### src/rtl/divider_pkg.sv
// Shared constants and types for the sequential restoring divider.
package divider_pkg;

  localparam int DIV_WIDTH = 32;

  typedef enum logic [1:0] {
    IDLE = 2'd0,
    BUSY = 2'd1,
    DONE = 2'd2
  } state_t;

  // Quotient reported for a zero divisor.
  localparam logic [DIV_WIDTH-1:0] DBZ_QUOTIENT = '1;

endpackage

### src/rtl/divider_step.sv
// One restoring-division step: trial subtract, keep the difference or restore.
// Purely combinational; the caller registers the results every cycle.
module divider_step
  import divider_pkg::*;
#(
  parameter int WIDTH = DIV_WIDTH
) (
  input  logic [WIDTH:0]   partial,
  input  logic [WIDTH-1:0] divisor,
  output logic [WIDTH-1:0] next_rem,
  output logic             q_bit
);

  logic             borrow;
  logic [WIDTH:0]   diff;
  logic             unused_diff_msb;

  assign {borrow, diff} = {1'b0, partial} - {2'b00, divisor};
  assign q_bit          = ~borrow;
  // A kept difference is below the divisor, so its top bit is always zero.
  assign next_rem        = q_bit ? diff[WIDTH-1:0] : partial[WIDTH-1:0];
  assign unused_diff_msb = diff[WIDTH];

endmodule

### src/rtl/divider.sv
// Restoring divider, one quotient bit per clock; signed mode when DIVIDER_SIGNED_EN is defined.
// Latency: done pulses WIDTH+1 cycles after the accepting edge; start is ignored unless IDLE and done is low.
module divider
  import divider_pkg::*;
#(
  parameter int WIDTH = DIV_WIDTH
) (
  input  logic             clk,
  input  logic             reset_n,
  input  logic             start,
  input  logic             is_signed,
  input  logic [WIDTH-1:0] dividend,
  input  logic [WIDTH-1:0] divisor,
  output logic             busy,
  output logic             done,
  output logic [WIDTH-1:0] quotient,
  output logic [WIDTH-1:0] remainder,
  output logic             div_by_zero
);

  localparam int CNT_W = $clog2(WIDTH) + 1;
  localparam logic [CNT_W-1:0] LAST_CNT = CNT_W'(WIDTH - 1);

  state_t           state, next_state;
  logic [CNT_W-1:0] cnt;
  logic [WIDTH-1:0] rem_q, quo_q, dvs_q, dvd_orig_q;
  logic             dbz_q;
  logic             accept;
  logic [WIDTH-1:0] dvd_mag, dvs_mag;
  logic [WIDTH-1:0] step_rem;
  logic             step_q;
  logic [WIDTH-1:0] res_quo, res_rem;

`ifdef DIVIDER_SIGNED_EN
  logic dvd_neg, dvs_neg;
  logic q_neg_q, r_neg_q, ovf_q;
  logic ovf_in;

  assign dvd_neg = is_signed & dividend[WIDTH-1];
  assign dvs_neg = is_signed & divisor[WIDTH-1];
  assign dvd_mag = dvd_neg ? -dividend : dividend;
  assign dvs_mag = dvs_neg ? -divisor : divisor;
  assign ovf_in  = is_signed && (dividend == {1'b1, {(WIDTH-1){1'b0}}}) && (divisor == '1);
`else
  logic unused_is_signed;

  assign unused_is_signed = is_signed;
  assign dvd_mag          = dividend;
  assign dvs_mag          = divisor;
`endif

  assign busy = (state == BUSY);

  always_comb begin
    next_state = state;
    accept     = 1'b0;
    case (state)
      IDLE: begin
        // The done cycle itself never accepts; the next start lands one cycle later.
        if (start && !done) begin
          next_state = BUSY;
          accept     = 1'b1;
        end
      end
      BUSY: begin
        if (cnt == LAST_CNT) begin
          next_state = DONE;
        end
      end
      DONE:    next_state = IDLE;
      default: next_state = IDLE;
    endcase
  end

  divider_step #(
    .WIDTH(WIDTH)
  ) u_step (
    .partial  ({rem_q, quo_q[WIDTH-1]}),
    .divisor  (dvs_q),
    .next_rem (step_rem),
    .q_bit    (step_q)
  );

  always_comb begin
    res_quo = quo_q;
    res_rem = rem_q;
`ifdef DIVIDER_SIGNED_EN
    if (ovf_q) begin
      res_quo = {1'b1, {(WIDTH-1){1'b0}}};
      res_rem = '0;
    end else begin
      if (q_neg_q) res_quo = -quo_q;
      if (r_neg_q) res_rem = -rem_q;
    end
`endif
    // Zero divisor reports all-ones and the raw dividend bits at any WIDTH.
    if (dbz_q) begin
      res_quo = {WIDTH{DBZ_QUOTIENT[0]}};
      res_rem = dvd_orig_q;
    end
  end

  always_ff @(posedge clk or negedge reset_n) begin
    if (!reset_n) begin
      state       <= IDLE;
      cnt         <= '0;
      rem_q       <= '0;
      quo_q       <= '0;
      dvs_q       <= '0;
      dvd_orig_q  <= '0;
      dbz_q       <= 1'b0;
      done        <= 1'b0;
      quotient    <= '0;
      remainder   <= '0;
      div_by_zero <= 1'b0;
`ifdef DIVIDER_SIGNED_EN
      q_neg_q     <= 1'b0;
      r_neg_q     <= 1'b0;
      ovf_q       <= 1'b0;
`endif
    end else begin
      state <= next_state;
      done  <= 1'b0;
      if (accept) begin
        cnt        <= '0;
        rem_q      <= '0;
        quo_q      <= dvd_mag;
        dvs_q      <= dvs_mag;
        dvd_orig_q <= dividend;
        dbz_q      <= (divisor == '0);
`ifdef DIVIDER_SIGNED_EN
        q_neg_q    <= dvd_neg ^ dvs_neg;
        r_neg_q    <= dvd_neg;
        ovf_q      <= ovf_in;
`endif
      end else if (state == BUSY) begin
        cnt   <= cnt + 1'b1;
        rem_q <= step_rem;
        quo_q <= {quo_q[WIDTH-2:0], step_q};
      end else if (state == DONE) begin
        quotient    <= res_quo;
        remainder   <= res_rem;
        div_by_zero <= dbz_q;
        done        <= 1'b1;
      end
    end
  end

endmodule

### config.mk
export PLATFORM = sky130hd
export DESIGN_NAME = divider
export DESIGN_NICKNAME = d
export VERILOG_FILES = /design/src/rtl/divider_pkg.sv /design/src/rtl/divider_step.sv /design/src/rtl/divider.sv
export SDC_FILE = /design/constraint.sdc
export NUM_CORES = 1
export LEC_CHECK = 0
export ABC_AREA = 0
export BUFFER_PORTS_ARGS = -buffer_cell sky130_fd_sc_hd__buf_2
export CORE_UTILIZATION = 58
export DETAILED_ROUTE_END_ITERATION = 10
export HOLD_SLACK_MARGIN = 0.08
export PLACE_DENSITY = 0.89
export SYNTH_ARGS = -nofsm -noshare
export SYNTH_HDL_FRONTEND = slang
export SYNTH_SLANG_ARGS = --single-unit
### constraint.sdc
create_clock -name clk -period 6.4 [get_ports clk]
set_input_delay 0.96 -clock clk [delete_from_list [all_inputs] [get_ports clk]]
set_output_delay 0.96 -clock clk [all_outputs]
set_load 0.05 [all_outputs]
* Word-level counts from Yosys, hierarchy flattened
Index checks and enable logic that the tools add are counted.
** Storage, ports and cells
- Logic and storage cells :: 45
- Flip-flop bits (word level) :: 203
- Bits of input ports :: 68
- Output and inout port bits :: 67
** Cells by class
- Bitwise operators :: 3
- Add/sub/neg operators :: 2
- Reduce and logical (&&, ||, !) cells :: 7
- Muxes and demuxes :: 17
- Equality and inequality tests :: 5
** Operator list (count)
- 32-bit two-way mux :: 7
- 33-bit by 32-bit subtractor with 34-bit output :: 1
- 32-bit logical NOT :: 1
- 6-bit two-way mux :: 2
- 6-bit by 1-bit adder with 6-bit output, second input constant :: 1
- 6-bit by 5-bit == test with 1-bit output, second input constant :: 1
- 1-bit two-way mux :: 5
- 2-bit two-way mux :: 2
- 2-bit one-hot mux with 2 select lines :: 1
- 1-bit inverter :: 3
- 3-bit AND reduction :: 1
- 2-bit by 1-bit == test with 1-bit output, second input constant :: 1
- 2-bit == test, second input constant :: 1
- 2-bit logical NOT :: 1
- 2-bit by 1-bit != test with 1-bit output, second input constant :: 1
- 2-bit != test, second input constant :: 1
- 2-bit AND reduction :: 1
- 2-bit nonzero test :: 1
- 1-bit logical AND :: 1
- 1-bit logical NOT :: 1

* Depth between registers and ports, before layout
Gate-level depths: netlist of the first run.
- Word-level depth :: 6
- Mapped depth :: 13
- Depth with buffers taken out :: 12

* By module
Synthesis of the first run repeated with hierarchy kept, for this count alone.
** Unflattened totals
- Cell total of the unflattened synthesis :: 1096
- Area, all modules :: 10438.8 sq um
** By module, submodules not included
- divider :: area each 8150.3 sq um, cells an instance 784, sequential area each 5079.9 sq um, instances 1
- divider_step :: area each 2288.4 sq um, cells an instance 312, sequential area each 0.0 sq um, instances 1

* Least setup slack after synthesis of the first run
No wires, ideal clock.
- Path type :: flip-flop to flip-flop
- Start point :: reg quo_q[31]
- End point :: reg rem_q[30]
- Library setup time :: 122 ps
- Data required time :: 6278 ps
- Setup slack :: 3758 ps
- Arrival time :: 2521 ps
- Path buffers :: 0
- Period minus slack after synthesis :: 2642 ps
- Stages on the path, launching flop included :: 13
- Path through :: dfrtp_1 inv_1 ha_1 fa_1 nor2b_4 o31a_2 nor4_2 o21bai_1 o311ai_2 a41oi_1 a311oi_2 mux2i_1 nand2_1
** On the way
- Word-level cells in the longest chain between the ends :: 4
** Ends and longest elaborated chain
- from (decl) :: RTL line divider.sv:26 : logic [WIDTH-1:0] rem_q, quo_q, dvs_q, dvd_orig_q;
- from (signal assigned) :: RTL line divider.sv:127 : quo_q <= dvd_mag;
- from (signal assigned) :: RTL line divider.sv:139 : quo_q <= {quo_q[WIDTH-2:0], step_q};
- 33-bit by 32-bit subtractor with 34-bit output :: RTL line divider_step.sv:18 : assign {borrow, diff} = {1'b0, partial} - {2'b00, divisor};
- 32-bit two-way mux :: RTL line divider_step.sv:21 : assign next_rem = q_bit ? diff[WIDTH-1:0] : partial[WIDTH-1:0];
- 32-bit two-way mux :: RTL line divider.sv:136 : end else if (state == BUSY) begin
- 32-bit two-way mux :: RTL line divider.sv:124 : if (accept) begin
- to (signal assigned) :: RTL line divider.sv:138 : rem_q <= step_rem;
- to (decl) :: RTL line divider.sv:26
No other way between the ends. The select of a mux whose other input is x is not followed.
A chain may end at the register's enable or synchronous reset.

* Final worst setup path of the first run
- Start point :: reg rem_q[5]
- End point :: reg rem_q[21]
** On the way
- Word-level cells in the longest chain between the ends :: 4
** Ends and longest elaborated chain (RTL line)
- 33-bit by 32-bit subtractor with 34-bit output :: divider_step.sv:18
- 32-bit two-way mux :: divider_step.sv:21
- 32-bit two-way mux :: divider.sv:136
- 32-bit two-way mux :: divider.sv:124
No other way between the ends. The select of a mux whose other input is x is not followed.

==> summary.log, run 1 <==
qor: route.initialDrtViolationCount 650
qor: finish.fin_cells 1494
qor: logic_synthesis.synth_area 10200 sq um
qor: timing.timing.final.crit_period 3.507 ns
qor: job.drv.max_cap_violation_count 0
qor: worst_setup_path.reg2reg_to rem_q[21]
qor: route.first_pass_iters 5
qor: worst_setup_path.end_kind register
qor: timing.setup-tns-final 0 ns
qor: logic_synthesis.synthXorXnorAreaFrac 1.889%
qor: logic_synthesis.synth-edff-count 0
qor: logic_synthesis.async_reset_ff_share 100.0%
qor: route.avgViaCountPerCell 5.843
qor: global_routing.grt_start_max_net_pins 131
qor: worst_setup_path.setup.worst_path.start_class register
qor: clock_network.max-clock-path-buffers 3
qor: timing.rsz0062_at_grt false
qor: finish.fillCellCount 1339
qor: logic_synthesis.post_synth_and_or_nand_nor_area_fraction 20.41%
qor: floorplanning.floorplan.die_area 18120 sq um
qor: floorplanning.floorplan.rows 48
qor: clock_network.post_cts.repair.setup_buffers 0
qor: timing.finalCritPeriodShare 54.80%
qor: logic_synthesis.yosys_register_bits 203
qor: route.postRouteWirelength 25050 microns
qor: route.vias 8729
qor: placement.hpwlAfterDp 17090 microns
qor: floorplanning.fp.coreArea 17240 sq um
qor: placement.dpl.cell_count 1461
qor: worst_setup_path.critical_path.max_fanout 44
qor: timing.clock.fmax 0.2851 GHz
qor: finish.drive_gt1_share 14.97%
qor: clock_network.cts.root.buffer_cell clkbuf_16
qor: floorplanning.floorplan.die.height 134.6 microns
qor: floorplanning.ios 135
qor: logic_synthesis.synth_top_flop_cell dfrtp_1
qor: worst_setup_path.worstSetupStartpoint rem_q[5]
qor: min_path.worst_hold_path_type reg2reg
qor: logic_synthesis.main_combinational_cell_family_by_area_after_synthesis simple AND/OR/NAND/NOR gates
qor: global_routing.grtUsageTotal 28.39%
qor: clock_network.clock-sinks 203
qor: worst_setup_path.critPathArrivalTime 3.83 ns
qor: finish.antenna_cells 0
qor: logic_synthesis.netlist-cell-type-count 65
qor: logic_synthesis.syn-mean-instance-area 8.786 sq um
qor: timing.slew-limit-headroom 24.74%
qor: logic_synthesis.synth_fa_ha_area_share 4.244%
qor: finish.finalNetCount 1361
qor: status.status complete, no violations
qor: worst_setup_path.cp.required 6.72 ns
qor: logic_synthesis.postSynthCellCount 1161
qor: global_routing.grt_antenna_before_repair 0
qor: logic_synthesis.seq_area_frac_synth 49.80%
qor: clock_network.clock_insertion_delay_worst_skew 0.49 ns
qor: timing.hold_violations 0
qor: logic_synthesis.synth_warnings 0
qor: finish.syn_to_final_growth 13.82%
qor: global_routing.via_count_of_the_first_global_routing_pass 8149
qor: worst_setup_path.type_of_the_setup_path_with_the_least_slack reg2reg
qor: worst_setup_path.worst-r2r-cell-count 10
qor: global_routing.grt_pass1_wl 41370 microns
qor: clock_network.post_cts_resized 0
qor: logic_synthesis.area_fraction_in_compound_gates_after_synthesis 15.81%
qor: power_and_ir_drop.report.power.total 7.245 mW
qor: logic_synthesis.synthesis.nets 1263
qor: placement.place.port_buffers 133
qor: global_routing.grt_remaining_overflow 0
qor: floorplanning.die-width 134.6 microns
qor: timing.final_max_slew_viol_count 0
qor: floorplanning.starting_utilization_of_the_core_area 59.18%
qor: route.avgRoutedWirePerCell 16.77 microns
qor: clock_network.cts.reportedPaths.clkPinSlew 0.06 ns
qor: worst_setup_path.ff2ff_setup_slack 2.89 ns
qor: logic_synthesis.yosys-mux-area-fraction 3.631%
qor: clock_network.cts-htree-levels 1
qor: timing.finClkSkew 0.008323 ns
qor: clock_network.ctsHoldBuffers 0
qor: worst_setup_path.worst_setup_path_endpoint rem_q[21]
qor: placement.gp_congestion 0.9142
qor: clock_network.cts_inserted_buffers 21
qor: power_and_ir_drop.p_leak 5.622 nW
qor: timing.setup_viol 0
qor: clock_network.tritoncts done
qor: worst_setup_path.regToRegStartpoint rem_q[5]
qor: power_and_ir_drop.irDropWorstVdd 0.3586 mV
qor: route.route.antenna.remaining_nets 0
qor: timing.worstMarginPinSlew 1.129 ns
qor: route.post-route-drc-count 0
qor: power_and_ir_drop.pwr_dens 624.0 nW/um^2
-- where the power goes --
part,switching [mW],internal [mW]
logic,2.47,1.29
registers,0.443,1.84
clock network,0.482,0.712
total,3.40,3.85
-- logic make-up (layout without fill, tap and decap cells) --
family,after synthesis,count (layout)
DFF,203,203
muxes,37,37
AOI/OAI and AO/OA,275,275
adders and majority gates,34,34
xor gates and xnor gates,22,22
buffers and inverters,104,212
and+or+nand+nor,486,486
-- routing by layer --
metal / vias up / wire length, microns / global-route usage (%)
li1: 4175 / - / -
met5: - / 0 / 0
met2: 358 / 11200 / 43.90
met3: 31 / 1683 / 3.116
met1: 4165 / 11850 / 43.25
met4: 0 / 321 / 6.117
-- through the flow --
stage | hold slack [ns] | setup slack [ns] | util [%] | area [sq um]
after floorplan | 0.4456 | 3.758 | - | 10200
after global placement | 0.4552 | 3.011 | 63.52 | 10950
after detailed placement | 0.4640 | 2.976 | 63.52 | 10950
after CTS | 0.4775 | 2.922 | 67.36 | 11610
after global routing | 0.4988 | 2.644 | 67.36 | 11610
final | 0.4745 | 2.893 | 67.36 | 11610
-- cell usage after synthesis (all sizes together) (2+ instances only) --
cell,n,area share (%)
ha,33,4.0
nand4,10,0.61
and2,3,0.18
and3,5,0.31
a21oi,62,3.0
o21bai,5,0.37
nand2b,6,0.37
xnor2,12,1.0
o311ai,3,0.33
o31ai,5,0.37
buf,16,0.97
dfrtp,203,50
nor3,7,0.34
nor2b,6,0.44
xor2,10,0.86
nor4,10,0.67
o211ai,8,0.64
inv,38,1.4
nand3,70,3.4
nor2,65,2.4
a31oi,4,0.25
mux2i,37,3.6
and4,2,0.17
o21a,10,0.74
o21ai,145,7.1
clkbuf,50,1.9
nand2,293,11
a211oi,2,0.15
or3,3,0.18
o31a,2,0.18
a21boi,2,0.15
a21o,13,0.97
-- worst max-delay path, cell delays in order (launching register included) --
cell	delay, ns
dfrtp_1	0.44
ha_1	0.39
a21o_1	0.21
or3_1	0.34
o211ai_2	0.23
a21oi_1	0.15
or2_4	0.28
a22oi_4	0.88
nor2_1	0.15
a21oi_1	0.19
o21ai_1	0.09
-- layout by cell type, fill, tap and decap left out, types with 7 or more instances in the layout --
cell type / instances
o211ai_1: 7
ha_1: 33
nor3_1: 7
xnor2_1: 12
nand3_1: 70
o21a_1: 10
a21oi_1: 62
dfrtp_1: 202
nand2_1: 293
buf_2: 132
nor4_1: 9
xor2_1: 10
clkbuf_16: 21
a21o_1: 12
nor2_1: 64
inv_1: 37
mux2i_1: 37
buf_4: 8
o21ai_0: 137
nand4_1: 10
o21ai_1: 8
-- state kept, by name, indices dropped and copies added (netlist names) --
name,cells
dvs_q,32
quotient,32
quo_q,32
rem_q,32
done,1
remainder,32
state,2
div_by_zero,1
dvd_orig_q,32
dbz_q,1
cnt,6
-- how the worst min path moves through the flow --
stage	from	end	slack [ns]	depth (start not counted)
after global routing	dvd_orig_q[20]	dvd_orig_q[20]	0.50	2
after CTS	remainder[29]	remainder[29]	0.48	2
after floorplan	dvd_orig_q[31]	dvd_orig_q[31]	0.45	2
final	quotient[21]	quotient[21]	0.47	2
after detailed placement	remainder[29]	remainder[29]	0.46	2
after global placement	div_by_zero	div_by_zero	0.46	2
-- final cells by class --
class | instances | area [sq um] | share of cell area [%]
clock buffers | 27 | 578.1 | 4.978
clock inverters | 6 | 83.83 | 0.7220
inverters | 38 | 142.6 | 1.228
multi-input cells | 854 | 4710 | 40.56
flip-flops and latches | 203 | 5081 | 43.76
well taps | 225 | 281.5 | 2.425
repair buffers | 141 | 734.5 | 6.325
No activity file was read; power rests on OpenSTA's default activity.
==> run 2, diff against run 1 <==
- CORE_UTILIZATION: 58 -> 53
- PLACE_DENSITY: 0.89 -> 0.86
- clock period: 6.4 -> 3.1 ns (I/O delays scaled with it)
==> run 2 against run 1 <==
Die area grew 9.3%. First-iteration DRC count rose by 4.9%. Utilization decreased by 3.6 points. Clock-buffer cell count rose by 5. Cell area up 3.0%. Combinational power increased by 110%. Sequential share of layout area fell by 1.3 points. Highest routed layer unchanged. Power rose by 120%. Critical path type unchanged.
==> summary.log, run 2 (same netlist as run 1, synthesis figures left out) <==
qor: route.vias 8638 [-1.0%]
qor: clock_network.tritoncts done
qor: job.drv.max_cap_violation_count 0 [unchanged]
qor: worst_setup_path.worst_path_most_repeated_cell o21ai_0
qor: placement.hpwlAfterDp 17910 microns [+4.8%]
qor: timing.rsz0062_at_grt false
qor: global_routing.gr-usage-met2 39.72% [-4.2 points]
qor: finish.most_common_library_cell_in_the_layout_ignoring_fill_and_taps nand2_1
qor: floorplanning.fp.coreArea 18770 sq um [+8.9%]
qor: finish.drive_gt1_share 16.82% [+1.8 points]
qor: floorplanning.ios 135 [unchanged]
qor: global_routing.grtUsageTotal 25.81% [-2.6 points]
qor: route.post-route-drc-count 0 [unchanged]
qor: global_routing.grt_remaining_overflow 0 [unchanged]
qor: clock_network.cts_inserted_buffers 22 [+4.8%]
qor: clock_network.max-clock-path-buffers 3 [unchanged]
qor: route.route.antenna.remaining_nets 0 [unchanged]
qor: global_routing.grt_start_max_net_pins 131 [unchanged]
qor: worst_setup_path.cpLargestDelayFamily compound AO/OA/AOI/OAI gates
qor: route.avgRoutedWirePerCell 16.47 microns [-1.8%]
qor: route.initialDrtViolationCount 682 [+4.9%]
qor: finish.finalNetCount 1377 [+1.2%]
qor: min_path.worst_hold_path_type in2reg
qor: floorplanning.floorplan.die.height 140.7 microns [+4.5%]
qor: finish.antenna_cells 0 [unchanged]
qor: finish.syn_to_final_growth 17.29%
qor: worst_setup_path.path_buf_inv 2 [+2]
qor: power_and_ir_drop.irDropWorstVdd 0.4882 mV [+36%]
qor: timing.hold-worst-slack 0.1910 ns [-0.2835 ns]
qor: timing.final_max_slew_viol_count 0 [unchanged]
qor: floorplanning.floorplan.die_area 19810 sq um [+9.3%]
qor: worst_setup_path.cp.required 3.46 ns [-3.26 ns]
qor: route.postRouteWirelength 25100 microns [+0.18%]
qor: floorplanning.floorplan.rows 50 [+4.2%]
qor: worst_setup_path.cp_slowest_cell dfrtp_1
qor: global_routing.grtUsageMet1 38.69% [-4.6 points]
qor: clock_network.clock-sinks 203 [unchanged]
qor: placement.gp_congestion 0.8991 [-1.7%]
qor: placement.place.port_buffers 133 [unchanged]
qor: global_routing.grt_antenna_before_repair 0 [unchanged]
qor: timing.clock.fmax 0.3441 GHz [+21%]
qor: worst_setup_path.critical_path.max_fanout 4 [-91%]
qor: worst_setup_path.setup.worst_path.start_class register
qor: route.avgViaCountPerCell 5.668 [-3.0%]
qor: clock_network.cts-htree-levels 1 [unchanged]
qor: route.first_pass_iters 5 [unchanged]
qor: global_routing.global_route.usage.met3 3.023% [-0.093 points]
qor: global_routing.via_count_of_the_first_global_routing_pass 8089 [-0.74%]
qor: floorplanning.die-width 140.7 microns [+4.5%]
qor: worst_setup_path.critical_path.max_stage_delay 0.40 ns [-0.48 ns]
qor: global_routing.grt_pass1_wl 41010 microns [-0.85%]
qor: timing.setup_viol 0 [unchanged]
qor: timing.setup-tns-final 0 ns [unchanged]
qor: worst_setup_path.end_kind register
qor: timing.worstMarginPinSlew 1.107 ns [-0.02185 ns]
qor: timing.finalCritPeriodShare 93.74% [+39 points]
qor: worst_setup_path.type_of_the_setup_path_with_the_least_slack reg2reg
qor: clock_network.cts.reportedPaths.clkPinSlew 0.06 ns [about the same]
qor: global_routing.global_route.peak_usage_layer met2
qor: clock_network.cts.root.buffer_cell clkbuf_16
qor: power_and_ir_drop.p_leak 5.777 nW [+2.7%]
qor: timing.hold_violations 0 [unchanged]
qor: worst_setup_path.critPathArrivalTime 3.27 ns [-0.56 ns]
qor: finish.layout.cells.most_common_list nand2_1 (293), dfrtp_1 (202), o21ai_0 (136)
qor: timing.finClkSkew 0.009056 ns [+0.0007333 ns]
qor: clock_network.clock_insertion_delay_worst_skew 0.50 ns [about the same]
qor: worst_setup_path.path_cells inv_2, ha_4, fa_2, nor2b_4, o31a_2, o21ai_0, a211o_1, and3b_1, o21ai_0, buf_4, a2111o_1, nand3_1, o211ai_1
qor: power_and_ir_drop.pwr_dens 1303 nW/um^2 [+110%]
qor: status.status complete, no violations
qor: floorplanning.starting_utilization_of_the_core_area 54.35% [-4.8 points]
qor: timing.timing.final.crit_period 2.906 ns [-0.6011 ns]
qor: timing.slew-limit-headroom 26.20% [+1.5 points]
==> run 2: cell count changes in the layout (fill, tap and decap cells not counted), sizes merged <==
cell         previous run  this run
buf                   140       154
clkbuf                 28        33
clkinv                  4         2
dlygate4sd3             0         1
bufinv                  2         3
clkinvlp                0         2
==> run 2: final timing paths <==
path                                endpoint         start  depth (start not counted)  slack, ns
worst max-delay path               rem_q[28]     quo_q[31]                         13       0.19
worst min-delay path               dvs_q[12]   divisor[12]                          3       0.19
worst max register to register     rem_q[28]     quo_q[31]                         13       0.19
worst min register to register  quotient[18]  quotient[18]                          2       0.47
max in group asynchronous          rem_q[28]       reset_n                          3       1.68
min in group asynchronous        quotient[6]       reset_n                          2       0.59
==> run 2: worst reg2reg max path, delay by kind of cell, from the launching register on <==
kind / cells / cell delay, ns
AO/OA/AOI/OAI: 6 / 1.39
buffers and inverters: 2 / 0.26
adder cells (fa/ha/maj): 2 / 0.38
flip-flops: 1 / 0.40
AND/OR/NAND/NOR: 3 / 0.35
==> run 2: cell type report <==
type / count / area [sq um]
Tap cell: 234 / 292.8
Multi-Input combinational cell: 854 / 4757
Clock buffer: 32 / 689.4
Inverter: 38 / 142.6
Timing Repair Buffer: 156 / 887.1
Clock inverter: 7 / 115.1
Sequential cell: 203 / 5081
Fill cell: 1484 / 6803
==> run 2: layer usage <==
layer	vias to the layer above	routed length, microns
met4	0	522
met3	43	1580
met2	320	11070
li1	4199	-
met1	4076	11930
met5	-	0
==> run 2: stage by stage <==
stage               util [%]  total power [mW]  worst slack, ns  instance area, sq um  instances
finish                 63.75             15.59           0.1941                 11970       1524
CTS                    63.54             15.48         0.001383                 11930       1524
floorplan                  -             10.61           0.4578                 10200       1161
global route           63.75             16.68          0.02325                 11970       1524
global placement       59.12             12.30          0.07767                 11100       1483
detailed placement     59.12             12.56         0.003445                 11100       1483
==> run 2: what timing repair did <==
item	CTS	global route
setup endpoints to repair	1	20
resized for setup	1	9
endpoints found under the hold margin	90	0
hold buffers	1	0
pin swaps	1	5
buffers inserted	1	0
==> run 2: report_power, final <==
group | total (mW) | internal (mW) | switching, mW
clock network | 2.82 | 1.79 | 1.03
registers | 4.70 | 3.80 | 0.896
logic | 8.07 | 2.87 | 5.20
==> run 3, diff against run 2 <==
- CORE_ASPECT_RATIO: unset -> 1.25
==> run 3 against run 2 <==
Critical path depth is 3 lower. Power is 2.3% lower. Clock-buffer cell count is 2 lower. Via count is 0.22% higher. Non-clock buffer count is 3 higher. First-iteration DRC count is 5.6% higher. Combinational power hardly changed. Sequential power hardly changed. Register-to-register slack worse by 0.02 ns. Clock skew is 0.0066 ns higher.
==> summary.log, run 3 (same netlist as run 1, synthesis figures left out) <==
qor: finish.layout.cells.most_common_list nand2_1 (293), dfrtp_1 (202), o21ai_0 (135)
qor: global_routing.grt_pass1_wl 41150 microns [+0.34%]
qor: placement.place.port_buffers 133 [unchanged]
qor: worst_setup_path.setup.worst_path.start_class register
qor: route.first_pass_iters 5 [unchanged]
qor: route.post-route-drc-count 0 [unchanged]
qor: clock_network.max-clock-path-buffers 3 [unchanged]
qor: global_routing.grt_start_max_net_pins 131 [unchanged]
qor: worst_setup_path.ff2ff_setup_slack 0.18 ns [-0.02 ns]
qor: finish.finalNetCount 1378 [+0.073%]
qor: clock_network.cts-htree-levels 1 [unchanged]
qor: global_routing.grt_antenna_before_repair 0 [unchanged]
qor: clock_network.cts_inserted_buffers 20 [-9.1%]
qor: timing.slew-limit-headroom 22.94% [-3.3 points]
qor: timing.finClkSkew 0.01562 ns [+0.006564 ns]
qor: global_routing.grt_remaining_overflow 0 [unchanged]
qor: route.initialDrtViolationCount 720 [+5.6%]
qor: floorplanning.starting_utilization_of_the_core_area 54.32% [about the same]
qor: timing.hold_violations 0 [unchanged]
qor: clock_network.clock-sinks 203 [unchanged]
qor: clock_network.cts.reportedPaths.clkPinSlew 0.06 ns [about the same]
qor: timing.rsz0062_at_grt false
qor: route.postRouteWirelength 25100 microns [about the same]
qor: route.vias 8657 [+0.22%]
qor: floorplanning.floorplan.rows 56 [+12%]
qor: worst_setup_path.end_kind register
qor: finish.final_util 63.10% [-0.65 points]
qor: placement.hpwlAfterDp 17920 microns [about the same]
qor: floorplanning.die-width 126.1 microns [-10%]
qor: placement.gp_congestion 0.8950 [-0.46%]
qor: finish.syn_to_final_growth 16.15%
qor: job.drv.max_cap_violation_count 0 [unchanged]
qor: timing.finalCritPeriodShare 94.28% [+0.54 points]
qor: placement.placement.setup.worst_slack -0.07321 ns [-0.07666 ns]
qor: power_and_ir_drop.report.power.total 15.24 mW [-2.3%]
qor: finish.antenna_cells 0 [unchanged]
qor: global_routing.grtUsageTotal 25.75% [-0.058 points]
qor: timing.hold-worst-slack 0.1925 ns [+0.001483 ns]
qor: finish.fillCellCount 1529 [+3.0%]
qor: timing.clock.fmax 0.3422 GHz [-0.57%]
qor: timing.timing.final.crit_period 2.923 ns [+0.01677 ns]
qor: floorplanning.floorplan.die_area 19810 sq um [about the same]
qor: finish.drive_gt1_share 16.51% [-0.31 points]
qor: clock_network.tritoncts done
qor: timing.setup_slack 0.1774 ns [-0.01677 ns]
qor: route.route.antenna.remaining_nets 0 [unchanged]
qor: clock_network.cts.root.buffer_cell clkbuf_16
qor: status.status complete, no violations
qor: worst_setup_path.critPathArrivalTime 3.30 ns [+0.03 ns]
qor: power_and_ir_drop.p_leak 5.725 nW [-0.89%]
qor: timing.setup_viol 0 [unchanged]
qor: worst_setup_path.cp.required 3.48 ns [+0.02 ns]
qor: worst_setup_path.critical_path.max_fanout 14 [+10]
qor: floorplanning.floorplan.die.height 157.1 microns [+12%]
qor: global_routing.via_count_of_the_first_global_routing_pass 8326 [+2.9%]
qor: worst_setup_path.type_of_the_setup_path_with_the_least_slack reg2reg
qor: finish.most_common_library_cell_in_the_layout_ignoring_fill_and_taps nand2_1
qor: route.avgRoutedWirePerCell 16.49 microns [+0.15%]
qor: power_and_ir_drop.pwr_dens 1286 nW/um^2 [-1.3%]
qor: floorplanning.ios 135 [unchanged]
qor: timing.worstMarginPinSlew 1.156 ns [+0.04881 ns]
qor: timing.final_max_slew_viol_count 0 [unchanged]
qor: min_path.worst_hold_path_type in2reg
qor: clock_network.clock_insertion_delay_worst_skew 0.49 ns [about the same]
qor: floorplanning.fp.coreArea 18780 sq um [about the same]
qor: route.avgViaCountPerCell 5.688 [+0.35%]
qor: power_and_ir_drop.irDropWorstVdd 0.5335 mV [+9.3%]
-- run 3: changes by cell type in the layout (fill, tap and decap cells not counted), sizes merged --
cell and change:
clkinvlp -1, clkbuf -2, buf +3, clkinv +1, bufinv -1
-- run 3: final timing paths --
kind,to,cells past startpoint,from
worst min-delay path,dvd_orig_q[26],3,dividend[26]
min in group asynchronous,dvs_q[1],2,reset_n
worst min register to register,quotient[6],2,quotient[6]
max in group asynchronous,dbz_q,3,reset_n
worst max-delay path,rem_q[19],10,rem_q[5]
worst max register to register,rem_q[19],10,rem_q[5]
-- run 3: layout make-up --
type	count	area [sq um]	area share [%]
inverter	38	142.6	1.204
timing repair buffer	159	897.1	7.571
tap	232	290.3	2.450
clock buffer	30	599.3	5.058
sequential	203	5081	42.88
clock inverter	6	82.58	0.6969
multi-input combinational	854	4756	40.14
-- run 3: repair_timing --
action                     CTS  global route
hold endpoints to repair    60             0
setup endpoints to repair    2             2
hold buffers                 1             0
resized for setup            4             6
pin swaps                    2             4
gates cloned                 0             0
setup buffers                1             0
-- run 3: report_power, final --
group	internal (mW)	leakage, nW	total, mW	switching (mW)
Sequential	3.80	2.46	4.68	0.878
Combinational	2.89	2.94	8.05	5.16
Clock	1.50	0.334	2.51	1.00
-- run 3: per-layer routing --
metal | share of wire, % | track usage (%) | vias to the layer above
li1 | - | - | 4204
met1 | 45 | 34.85 | 4181
met3 | 4.3 | 2.447 | 44
met5 | 0 | 0 | -
met4 | 2.5 | 7.860 | 0
met2 | 48 | 44.04 | 228
-- run 3: worst max-delay path, stage by stage (launching register included) --
cell	delay (ns)
dfrtp_1	0.42
ha_1	0.39
a21o_1	0.21
or3_1	0.33
o211ai_2	0.22
a21oi_1	0.17
or2_4	0.29
a22o_4	0.31
o21ai_0	0.18
a21oi_1	0.06
a31o_2	0.22
-- run 3: metrics by stage --
stage               setup TNS [ns]  instance area (sq um)  instances
floorplan                        0                  10200       1161
global placement                 0                  11100       1484
detailed placement         -0.1223                  11100       1484
CTS                              0                  11820       1522
global route                     0                  11850       1522
finish                           0                  11850       1522
